## config.mk

```make
export PLATFORM = sky130hd
export DESIGN_NAME = decimal_key_scanner
export DESIGN_NICKNAME = d
export VERILOG_FILES = /design/src/rtl/decimal_key_scanner.sv
export SDC_FILE = /design/constraint.sdc
export NUM_CORES = 1
export LEC_CHECK = 0
export BUFFER_PORTS_ARGS = -buffer_cell sky130_fd_sc_hd__buf_2
export CAP_MARGIN = 25
export CORE_MARGIN = 8
export CORE_UTILIZATION = 50
export DETAILED_ROUTE_END_ITERATION = 16
export PLACE_DENSITY = 0.79
export SLEW_MARGIN = 20
export SYNTH_ARGS = -nofsm -noshare
export SYNTH_HDL_FRONTEND = slang
export SYNTH_SLANG_ARGS = --single-unit
```

## constraint.sdc

```tcl
create_clock -name clk -period 2.6 [get_ports clk]
set_clock_uncertainty 0.1 [all_clocks]
set_input_delay 0 -clock clk [delete_from_list [all_inputs] [get_ports clk]]
set_output_delay 0 -clock clk [all_outputs]
set_load 0.02 [all_outputs]
```

## src/rtl/decimal_key_scanner.sv

```systemverilog
// decimal_key_scanner: 4x3 matrix keypad scanner with debounce.
// It drives one keypad column low at a time and synchronises the row lines.
// A single pressed key is debounced for both press and release. Digits are
// presented as a registered one-hot bus d_out[9:0], and each accepted press
// gives a one-cycle key_strobe.
// Optional feature macro: KEYPAD_FUNC_KEYS_EN. When defined, '*' and '#' are
// accepted and reported on func_key. When undefined they are treated as no
// key, and func_key is tied low.
//
// state       | meaning
// ------------+------------------------------------------------------------
// ST_SCAN     | rotate column drive, sample rows at the end of each dwell
// ST_DEBOUNCE | column frozen, count consecutive cycles matching the capture
// ST_HELD     | key reported, waiting for a debounced full release

module decimal_key_scanner #(
   parameter int SCAN_DIV     = 16,
   parameter int DEBOUNCE_CNT = 1000
) (
   input  logic       clk,
   input  logic       rst,
   input  logic [3:0] row_n,
   output logic [2:0] col_n,
   output logic [9:0] d_out,
   output logic       key_strobe,
   output logic       busy,
   output logic [1:0] func_key
);

   typedef enum logic [1:0] {
      ST_SCAN     = 2'd0,
      ST_DEBOUNCE = 2'd1,
      ST_HELD     = 2'd2
   } state_t;

   localparam int DW = (SCAN_DIV > 1) ? $clog2(SCAN_DIV) : 1;
   localparam int CW = (DEBOUNCE_CNT > 1) ? $clog2(DEBOUNCE_CNT) : 1;
   localparam logic [DW-1:0] DWELL_LAST = DW'(SCAN_DIV - 1);
   localparam logic [CW-1:0] DEB_LAST   = CW'(DEBOUNCE_CNT - 1);

`ifdef KEYPAD_FUNC_KEYS_EN
   localparam bit FUNC_EN = 1'b1;
`else
   localparam bit FUNC_EN = 1'b0;
`endif

   // Key codes 0..9 are digits. Codes 10 and 11 are '*' and '#'. Code 15
   // means no decodable key.
   localparam logic [3:0] CODE_STAR = 4'd10;
   localparam logic [3:0] CODE_HASH = 4'd11;
   localparam logic [3:0] CODE_NONE = 4'd15;

   logic [3:0]    row_meta_q;
   logic [3:0]    row_s;

   state_t        state_q,    state_d;
   logic [2:0]    col_n_q,    col_n_d;
   logic [DW-1:0] dwell_q,    dwell_d;
   logic [CW-1:0] deb_q,      deb_d;
   logic [CW-1:0] rel_q,      rel_d;
   logic [3:0]    row_cap_q,  row_cap_d;
   logic [3:0]    key_code_q, key_code_d;
   logic [9:0]    d_out_q,    d_out_d;
   logic          strobe_q,   strobe_d;
   logic          busy_q,     busy_d;
`ifdef KEYPAD_FUNC_KEYS_EN
   logic [1:0]    func_q,     func_d;
`endif

   logic          one_low;
   logic [1:0]    row_idx;
   logic [1:0]    col_idx;
   logic [3:0]    key_code;
   logic          key_ok;
   logic [2:0]    col_next;

   // Two-flop synchroniser for the asynchronous, pulled-up row lines.
   always_ff @(posedge clk) begin
      if (rst) begin
         row_meta_q <= 4'hF;
         row_s      <= 4'hF;
      end else begin
         row_meta_q <= row_n;
         row_s      <= row_meta_q;
      end
   end

   // Decode the synchronised rows and current column into a key code.
   always_comb begin
      one_low = 1'b1;
      row_idx = 2'd0;
      unique case (row_s)
         4'b1110: row_idx = 2'd0;
         4'b1101: row_idx = 2'd1;
         4'b1011: row_idx = 2'd2;
         4'b0111: row_idx = 2'd3;
         default: one_low = 1'b0;
      endcase

      col_idx = 2'd3;
      unique case (col_n_q)
         3'b110:  col_idx = 2'd0;
         3'b101:  col_idx = 2'd1;
         3'b011:  col_idx = 2'd2;
         default: col_idx = 2'd3;
      endcase

      key_code = CODE_NONE;
      case ({row_idx, col_idx})
         4'b00_00: key_code = 4'd1;
         4'b00_01: key_code = 4'd2;
         4'b00_10: key_code = 4'd3;
         4'b01_00: key_code = 4'd4;
         4'b01_01: key_code = 4'd5;
         4'b01_10: key_code = 4'd6;
         4'b10_00: key_code = 4'd7;
         4'b10_01: key_code = 4'd8;
         4'b10_10: key_code = 4'd9;
         4'b11_00: key_code = CODE_STAR;
         4'b11_01: key_code = 4'd0;
         4'b11_10: key_code = CODE_HASH;
         default:  key_code = CODE_NONE;
      endcase

      key_ok = one_low &&
               ((key_code < 4'd10) ||
                (FUNC_EN && ((key_code == CODE_STAR) || (key_code == CODE_HASH))));

      col_next = {col_n_q[1:0], col_n_q[2]};
   end

   // Next-state logic for the scan / debounce / held sequencer.
   always_comb begin
      state_d    = state_q;
      col_n_d    = col_n_q;
      dwell_d    = dwell_q;
      deb_d      = deb_q;
      rel_d      = rel_q;
      row_cap_d  = row_cap_q;
      key_code_d = key_code_q;
      d_out_d    = d_out_q;
      strobe_d   = 1'b0;
`ifdef KEYPAD_FUNC_KEYS_EN
      func_d     = func_q;
`endif

      unique case (state_q)
         ST_SCAN: begin
            if (dwell_q == DWELL_LAST) begin
               dwell_d = '0;
               if (key_ok) begin
                  // Freeze the column so the captured row pattern stays comparable.
                  state_d    = ST_DEBOUNCE;
                  row_cap_d  = row_s;
                  key_code_d = key_code;
                  deb_d      = '0;
               end else begin
                  col_n_d = col_next;
               end
            end else begin
               dwell_d = dwell_q + DW'(1);
            end
         end

         ST_DEBOUNCE: begin
            if (row_s == row_cap_q) begin
               if (deb_q == DEB_LAST) begin
                  state_d  = ST_HELD;
                  rel_d    = '0;
                  strobe_d = 1'b1;
                  if (key_code_q < 4'd10) begin
                     d_out_d = 10'b1 << key_code_q;
                  end else begin
                     d_out_d = '0;
`ifdef KEYPAD_FUNC_KEYS_EN
                     func_d  = {key_code_q == CODE_HASH, key_code_q == CODE_STAR};
`endif
                  end
               end else begin
                  deb_d = deb_q + CW'(1);
               end
            end else begin
               state_d = ST_SCAN;
               col_n_d = col_next;
               dwell_d = '0;
               deb_d   = '0;
            end
         end

         ST_HELD: begin
            // Any low row, including a second key, restarts the release count.
            if (row_s == 4'hF) begin
               if (rel_q == DEB_LAST) begin
                  state_d = ST_SCAN;
                  col_n_d = 3'b110;
                  dwell_d = '0;
                  rel_d   = '0;
                  d_out_d = '0;
`ifdef KEYPAD_FUNC_KEYS_EN
                  func_d  = 2'b00;
`endif
               end else begin
                  rel_d = rel_q + CW'(1);
               end
            end else begin
               rel_d = '0;
            end
         end

         default: begin
            state_d = ST_SCAN;
            col_n_d = 3'b110;
            dwell_d = '0;
         end
      endcase

      busy_d = (state_d != ST_SCAN);
   end

   // State and registered outputs.
   always_ff @(posedge clk) begin
      if (rst) begin
         state_q    <= ST_SCAN;
         col_n_q    <= 3'b110;
         dwell_q    <= '0;
         deb_q      <= '0;
         rel_q      <= '0;
         row_cap_q  <= 4'hF;
         key_code_q <= CODE_NONE;
         d_out_q    <= '0;
         strobe_q   <= 1'b0;
         busy_q     <= 1'b0;
`ifdef KEYPAD_FUNC_KEYS_EN
         func_q     <= 2'b00;
`endif
      end else begin
         state_q    <= state_d;
         col_n_q    <= col_n_d;
         dwell_q    <= dwell_d;
         deb_q      <= deb_d;
         rel_q      <= rel_d;
         row_cap_q  <= row_cap_d;
         key_code_q <= key_code_d;
         d_out_q    <= d_out_d;
         strobe_q   <= strobe_d;
         busy_q     <= busy_d;
`ifdef KEYPAD_FUNC_KEYS_EN
         func_q     <= func_d;
`endif
      end
   end

   assign col_n      = col_n_q;
   assign d_out      = d_out_q;
   assign key_strobe = strobe_q;
   assign busy       = busy_q;
`ifdef KEYPAD_FUNC_KEYS_EN
   assign func_key   = func_q;
`else
   assign func_key   = 2'b00;
`endif

endmodule

```

==> results.cfg, run 1 <==
[yosys]
seq_area_frac_synth = 0.4155
synth_top_family_by_area = simple AND/OR/NAND/NOR gates
synth_area_per_cell_sq_um = 8.247
syn-cell-area_sq_mm = 0.002746
synthSimpleGateAreaFrac = 0.3052
synthesis.yosys.warnings = 0
synth_top_flop_cell = dfxtp_1
synth-seq-cells = 57
async_flop_share = 0
synth_compound_area_frac = 0.1526
synth_xor_area_frac = 0.05421
synth-edff-count = 0
synthCells = 333
synth_fa_ha_area_frac = 0.01367
synthDistinctLibCells = 53
synthMuxAreaShare = 0.02232

[pwr]
switchingPower_mw = 0.3897
peakVddDrop_v = 0.0003061
p_leak_nw = 1.283
switching_share = 0.2166
comb_power_share = 0.048
seqPwrFrac = 0.495
powerDensity_mw_per_mm2 = 561.9
pwr-share-clk = 0.457
internal_power_mw = 1.409

[drt]
drtAntennaViolNets = 0
totalWireLength_um = 5750
drcViolationCount = 0
first_iter_violations = 128
viasPerCell = 5.451
num_vias = 2404
drtPass1Iterations = 4
wire_per_inst_um = 13.04

[worst_setup_path]
criticalPathCategory = flip-flop to flip-flop
r2r_setup_slack_ns = 0.28
startpoint_type = flip-flop
critPathLaunch = row_s[0]
r2r_start = row_s[0]
crit_required_ns = 2.77
cp_max_fo = 10
end_kind = flip-flop
timing.critical_path.arrival_ns = 2.49

[clock_network]
clk_path_buf_depth = 2
cts_tree = done
cts-buffers-inserted = 9
numClockSinks = 57
root_buffer = clkbuf_8
htreeDepth = 3
post_cts_buffers = 0
ctsHoldBuffers = 5
cts_resized = 0
insertion_delay_ns = 0.33
clkTransAtPathRegs_ns = 0.06

[worst_hold_path]
hold_path.class = input pin to flip-flop
min-delay-start = row_n[3]

[die]
die_h_um = 90.12
die_w_um = 90.12
num_rows = 27
core-area_sq_mm = 0.005405
io_pins = 23
initial_core_util = 0.5081
die_area_sq_mm = 0.008121

[placed_design]
globalplace.congestion = 0.8248
place_hpwl_um = 4115
portBuffers = 20
dp.cells = 421

[sta]
worst_pin_slew_ns = 0.5965
period_share = 0.8915
max_freq_ghz = 0.4314
fin_setup_tns_ns = 0
finalHoldViolCount = 0
drv_slew = 0
grt_setup_unrepaired = false
finalSetupViolCount = 0
maxSlewHeadroom = 0.5987
fin_crit_ns = 2.318

[final_layout]
stdcell_count = 441
n_fill_cell = 502
insertedDiodeCount = 0
drive_gt1_frac = 0.1734
areaGrowthSynthToFinish_pct = 16.58
num-nets-final = 374

[global_route]
grt_max_degree = 28
grt_remaining_overflow = 0
grt_pass1_vias = 2312
antenna_found_initial = 0
grt_pass1_wl_um = 10170
grt.total_usage = 0.1506

[job]
drv_cap = 0

[status]
status = complete, no violations
-- cell type report --
type / count / area (sq um) / area share
clock inverter: 3 / 40.04 / 0.01250
sequential: 57 / 1141 / 0.3564
tap: 72 / 90.09 / 0.02814
multi-input combinational: 255 / 1513 / 0.4725
inverter: 4 / 15.01 / 0.004689
timing repair buffer: 38 / 247.7 / 0.07737
clock buffer: 12 / 155.1 / 0.04846
-- power groups by stage --
stage          registers (mW)  clock network [mW]  logic [mW]
4_1_cts                 0.890               0.846      0.0867
6_report                0.890               0.822      0.0866
2_1_floorplan           0.907                   0      0.0641
3_3_place_gp            0.909                   0      0.0790
3_5_place_dp            0.909                   0      0.0805
5_1_grt                 0.891               0.886      0.0976
-- metal layers --
metal / routed length [um] / global-route usage / up-vias
li1: - / - / 1236
met1: 2805 / 0.1837 / 1106
met2: 2535 / 0.2282 / 48
met3: 230 / 0.03658 / 14
met4: 178 / 0.1054 / 0
met5: 0 / 0 / -
-- critical path: stages, from the launching register on --
cell     delay (ns)
dfxtp_1        0.51
xor2_1         0.14
or4_4          0.46
nor3_4         0.24
o21ai_2        0.15
or4_1          0.49
a21oi_1        0.15
-- state kept, by name (all words and copies together) (netlist names) --
name        flops
busy            1
dwell_q         4
rel_q          10
col_n           3
row_meta_q      4
state_q         2
key_strobe      1
deb_q          10
row_cap_q       4
key_code_q      4
d_out          10
row_s           4
-- metrics by stage --
step                      instance area (sq um)  power (mW)  hold WS [ns]  setup WS [ns]  utilization
final                                      3202       1.799        0.2822         0.2821       0.5924
after CTS                                  3202       1.822        0.2688         0.2813       0.5924
after floorplan                            2750      0.9710      0.003811         0.4474            -
after global routing                       3202       1.874        0.2789         0.1379       0.5924
after detailed placement                   2957      0.9898       0.08706         0.2867       0.5470
after global placement                     2957      0.9881       0.08551         0.3671       0.5470
-- cell usage in the layout, fill, tap and decap left out, types with 3 or more instances in the layout --
master / Yosys / routed
buf_2: 5 / 20
ha_1: 3 / 3
or3_1: 4 / 4
nor4_1: 3 / 3
nand2_1: 35 / 35
mux2i_1: 5 / 5
inv_1: 4 / 4
xnor2_1: 9 / 9
xor2_1: 8 / 8
clkbuf_8: 0 / 11
nor2_1: 44 / 44
nand3_1: 10 / 10
o31ai_1: 4 / 4
nor2b_1: 7 / 7
dfxtp_1: 57 / 57
o21ai_0: 18 / 18
nand2b_1: 6 / 6
a211oi_1: 3 / 3
nor3_1: 10 / 10
or2_2: 9 / 9
nand4_1: 6 / 6
a211o_1: 3 / 3
a22oi_1: 4 / 4
and3_1: 6 / 6
dlygate4sd3_1: 0 / 5
a21oi_1: 20 / 20
buf_4: 2 / 13
nand3b_1: 6 / 6
-- kinds of logic after synthesis --
kind of cell / after synthesis
AND/OR/NAND/NOR: 161
AO/OA/AOI/OAI: 66
flip-flops: 57
buffers and inverters: 22
XOR/XNOR: 17
multiplexers: 6
adder cells (fa/ha/maj): 3
other: 1
-- cells in the mapped netlist, types with 2 or more instances --
cell type	instances	area share
a211o_1	3	0.0096
a211oi_1	3	0.0082
a21oi_1	20	0.036
a22oi_1	4	0.011
a311oi_1	2	0.0064
and3_1	6	0.014
buf_2	5	0.0091
buf_4	2	0.0055
clkbuf_1	11	0.015
dfxtp_1	57	0.42
ha_1	3	0.014
inv_1	4	0.0055
mux2i_1	5	0.018
nand2_1	35	0.048
nand2b_1	6	0.014
nand3_1	10	0.018
nand3b_1	6	0.016
nand4_1	6	0.014
nand4b_1	2	0.0064
nor2_1	44	0.060
nor2b_1	7	0.016
nor3_1	10	0.018
nor4_1	3	0.0068
o21ai_0	18	0.033
o31a_1	2	0.0064
o31ai_1	4	0.011
or2_2	9	0.020
or3_1	4	0.0091
or4_1	2	0.0055
or4_4	2	0.0082
xnor2_1	9	0.029
xor2_1	8	0.026
-- path summary, 6_finish.rpt --
path | endpoint | cells past startpoint
setup reg to reg | d_out[8] | 6
hold reg to reg | row_s[1] | 1
setup / recovery | d_out[8] | 6
hold / removal | row_meta_q[3] | 3
No activity file was read; power rests on OpenSTA's default activity.
==> run 2, diff against run 1 <==
Settings changed: PLACE_DENSITY 0.79 to 0.69.
==> run 2 against run 1 <==
Compared with the run above:
- cell count is the same
- critical path depth grew 1
- global-route usage grew 0.20 points
- total power shrank 5.6%
- via count grew 1.1%
- routed wire length grew 3.3%
- sequential power is essentially flat
- combinational power shrank 0.9%
- clock power shrank 12%
- worst setup slack lost 0.10 ns
- sequential share of layout area grew 0.32 points
- worst hold slack lost 0.0026 ns
- largest cell class unchanged
==> results.cfg, run 2 (synthesis results as in run 1) <==
[sta]
worst_pin_slew_ns = 0.6717
period_share = 0.9299
fin_ws_ns = 0.1824
maxSlewHeadroom = 0.5481
finalHoldViolCount = 0
grt_setup_unrepaired = false
finalSetupViolCount = 0
fin_crit_ns = 2.418
fin_setup_tns_ns = 0
max_freq_ghz = 0.4136
drv_slew = 0

[pwr]
peakVddDrop_v = 0.0003549
seqPwrFrac = 0.523
powerDensity_mw_per_mm2 = 535.4
switching_share = 0.2259
pwr-share-clk = 0.426
comb_power_share = 0.051
p_leak_nw = 1.268
internal_power_mw = 1.315
switchingPower_mw = 0.3838

[global_route]
antenna_found_initial = 0
grt_pass1_wl_um = 10300
grt_pass1_vias = 2312
grt_max_degree = 25
grt_remaining_overflow = 0
grt.total_usage = 0.1525

[drt]
first_iter_violations = 114
drtPass1Iterations = 4
drtAntennaViolNets = 0
viasPerCell = 5.512
wire_per_inst_um = 13.47
drcViolationCount = 0
num_vias = 2431
totalWireLength_um = 5939

[die]
io_pins = 23
die_area_sq_mm = 0.008121
num_rows = 27
initial_core_util = 0.5081
die_w_um = 90.12
core-area_sq_mm = 0.005405
die_h_um = 90.12

[worst_setup_path]
r2r_setup_slack_ns = 0.18
crit_required_ns = 2.77
timing.critical_path.arrival_ns = 2.59
criticalPathCategory = flip-flop to flip-flop
startpoint_type = flip-flop
cp_max_fo = 12
end_kind = flip-flop

[placed_design]
place_hpwl_um = 4061
dp_slack_ns = 0.2057
globalplace.congestion = 0.8466
place_area_sq_mm = 0.002949
portBuffers = 20

[clock_network]
root_buffer = clkbuf_8
cts-buffers-inserted = 9
clk_path_buf_depth = 2
htreeDepth = 3
cts_tree = done
numClockSinks = 57
insertion_delay_ns = 0.33
clkTransAtPathRegs_ns = 0.06
post_cts_buffers = 0

[final_layout]
final_area_sq_mm = 0.003173
areaGrowthSynthToFinish_pct = 15.54
mostFrequentLayoutCells = dfxtp_1, nor2_1, nand2_1, a21oi_1, buf_2
layout_commonest_cell = dfxtp_1
insertedDiodeCount = 0
drive_gt1_frac = 0.1707
num-nets-final = 373

[status]
status = complete, no violations

[job]
drv_cap = 0

[worst_hold_path]
hold_path.class = input pin to flip-flop
run 2: cell count changes in the layout (fill, tap and decap cells not counted), sizes merged:
cell and change:
buf -1, clkbuf +1, bufinv -1, clkinv +1
run 2: layer usage:
metal  global-route usage  wire [um]
met1               0.1870       2914
met2               0.2294       2594
met3              0.04239        281
met4              0.09847        148
met5                    0          0
run 2: area by class of cell:
| cell class | instances | area [sq um] |
|---|---|---|
| clock buffers | 13 | 158.9 |
| clock inverters | 3 | 15.01 |
| fillers | 511 | 2232 |
| inverters | 4 | 15.01 |
| multi-input cells | 255 | 1513 |
| flip-flops and latches | 57 | 1141 |
| well taps | 72 | 90.09 |
| repair buffers | 37 | 240.2 |
run 2: worst max-delay path, stage by stage (launching register included):
cell and delay, ns:
dfxtp_1 0.35, ha_1 0.21, nand2_1 0.09, or4_4 0.51
nor3_4 0.25, o21ai_2 0.19, or4_1 0.51, a21oi_1 0.15
run 2: timing repair:
item                                   CTS  global route
gates resized for setup                  0             0
hold buffers                             5             0
endpoints found under the hold margin   13             0
run 2: worst paths after layout:
kind / startpoint / end / cells past startpoint
worst max-delay path: deb_q[0] / d_out[6] / 7
worst min-delay path: row_n[3] / row_meta_q[3] / 3
worst max register to register: deb_q[0] / d_out[6] / 7
worst min register to register: row_meta_q[1] / row_s[1] / 1
run 2: through the flow:
step	hold WS, ns	utilization	std cells	total power, mW
2_1_floorplan	0.003811	-	334	0.9710
3_3_place_gp	0.08134	0.5456	420	0.9865
3_5_place_dp	0.08404	0.5456	420	0.9878
4_1_cts	0.2635	0.5870	441	1.715
5_1_grt	0.2813	0.5870	441	1.772
6_report	0.2796	0.5870	441	1.699
run 2: power by group through the flow:
| stage | clock, mW | combinational, mW | sequential [mW] |
|---|---|---|---|
| after CTS | 0.740 | 0.0853 | 0.889 |
| final | 0.724 | 0.0858 | 0.889 |
| after floorplan | 0 | 0.0641 | 0.907 |
| after global routing | 0.787 | 0.0955 | 0.890 |
| after detailed placement | 0 | 0.0794 | 0.908 |
| after global placement | 0 | 0.0786 | 0.908 |
==> run 3, diff against run 2 <==
Settings changed: CORE_MARGIN 8 to not set, TNS_END_PERCENT set to 30.
==> run 3 against run 2 <==
Compared with the run above:
- maximum frequency is 0.22% higher
- via count shrank 3.0%
- die area is 29% lower
- worst hold slack lost 0.24 ns
- flip-flop and latch count stayed put
- critical endpoint unchanged
- largest cell class unchanged
==> results.cfg, run 3 (synthesis results as in run 1) <==
[final_layout]
drive_gt1_frac = 0.1689
num-nets-final = 371
final_area_sq_mm = 0.003194
n_fill_cell = 472
areaGrowthSynthToFinish_pct = 16.31
insertedDiodeCount = 0
mostFrequentLayoutCells = dfxtp_1, nor2_1, nand2_1, a21oi_1, buf_2
layout_commonest_cell = dfxtp_1
utilization = 0.6137

[drt]
drtPass1Iterations = 4
viasPerCell = 5.398
drcViolationCount = 0
drtAntennaViolNets = 0
first_iter_violations = 167
wire_per_inst_um = 12.93
num_vias = 2359
totalWireLength_um = 5650

[global_route]
grtUsageMet3 = 0.06108
met1_usage = 0.2686
grt_pass1_vias = 2163
grt_pass1_wl_um = 9749
grt_max_degree = 26
use_met2 = 0.3364
grt_remaining_overflow = 0
grt.total_usage = 0.2137
top_usage_layer = met2
antenna_found_initial = 0

[sta]
fin_crit_ns = 2.412
worst_pin_slew_ns = 0.7007
maxSlewHeadroom = 0.5286
period_share = 0.9278
fin_ws_ns = 0.1878
max_freq_ghz = 0.4146
finalSetupViolCount = 0
grt_setup_unrepaired = false
finalHoldViolCount = 0
fin_setup_tns_ns = 0
drv_slew = 0

[clock_network]
clk_path_buf_depth = 2
htreeDepth = 3
insertion_delay_ns = 0.33
numClockSinks = 57
clkTransAtPathRegs_ns = 0.06
cts_tree = done
cts-buffers-inserted = 9
root_buffer = clkbuf_8

[die]
die_h_um = 76.12
io_pins = 23
core-area_sq_mm = 0.005205
num_rows = 26
die_area_sq_mm = 0.005793
die_w_um = 76.12
initial_core_util = 0.5276

[worst_setup_path]
r2r_start = deb_q[0]
startpoint_type = flip-flop
r2r_setup_slack_ns = 0.19
critPathLaunch = deb_q[0]
criticalPathCategory = flip-flop to flip-flop
rr_worst_depth = 7
cp_max_fo = 16
end_kind = flip-flop
endpoint = d_out[6]
rr_endpoint = d_out[6]
timing.critical_path.arrival_ns = 2.58
crit_required_ns = 2.77

[job]
drv_cap = 0

[pwr]
p_leak_nw = 1.276
powerDensity_mw_per_mm2 = 572.2
peakVddDrop_v = 0.0004615

[placed_design]
globalplace.congestion = 0.8333
place_hpwl_um = 3914
dp_slack_ns = 0.1801
place_area_sq_mm = 0.002939
portBuffers = 20

[status]
status = complete, no violations

[worst_hold_path]
hold_path.class = input pin to flip-flop
## run 3: cell count changes in the layout (fill, tap and decap cells not counted), sizes merged
| cell | previous run | this run |
|---|---|---|
| clkinv | 3 | 1 |
| buf | 32 | 31 |
| bufinv | 0 | 1 |
| clkbuf | 13 | 14 |
| dlygate4sd3 | 5 | 4 |
## run 3: worst min-delay path by stage
stage | end | slack, ns | start | depth (start not counted)
after floorplan | row_meta_q[0] | 0.004 | row_n[0] | 1
after global placement | row_meta_q[1] | 0.08 | row_n[1] | 2
after detailed placement | row_meta_q[0] | 0.09 | row_n[0] | 2
after CTS | row_cap_q[2] | 0.03 | rst | 2
after global routing | row_cap_q[0] | 0.07 | rst | 2
final | key_code_q[1] | 0.03 | rst | 3
## run 3: final cells by class
type                    count  area, sq um  area share
flip-flops and latches     57         1141      0.3572
well taps                  70        87.58     0.02742
inverters                   4        15.01    0.004700
clock buffers              14        172.7     0.05405
multi-input cells         255         1520      0.4759
repair buffers             35        222.7     0.06972
clock inverters             2        35.03     0.01097
## run 3: power by group
part / switching (mW) / internal [mW] / total (mW)
clock network: 0.333 / 0.520 / 0.853
logic: 0.0473 / 0.0378 / 0.0850
registers: 0.00625 / 0.883 / 0.889
## run 3: metal layers
| layer | vias to the layer above | share of wire |
|---|---|---|
| li1 | 1230 | - |
| met4 | 0 | 0.019 |
| met1 | 1071 | 0.50 |
| met2 | 49 | 0.44 |
| met3 | 9 | 0.044 |
| met5 | - | 0 |
## run 3: timing repair
action | in CTS | in global routing
setup endpoints to repair | 0 | 1
hold endpoints to repair | 4 | 0
setup buffers | 0 | 0
hold buffers | 4 | 0
resized for setup | 0 | 1
## run 3: per-stage QoR
step	cells	power, mW	hold slack, ns
2_1_floorplan	334	0.9710	0.003811
3_3_place_gp	417	0.9877	0.08254
3_5_place_dp	417	0.9899	0.08541
4_1_cts	437	1.849	0.03332
5_1_grt	437	1.899	0.07330
6_report	437	1.828	0.03479
## run 3: critical path: stages, from the launching register on
cell and delay (ns):
dfxtp_1 0.35, ha_1 0.21, nand2_1 0.08, or4_4 0.51, nor3_4 0.27, o21ai_4 0.16, or4_1 0.51, a21oi_1 0.15
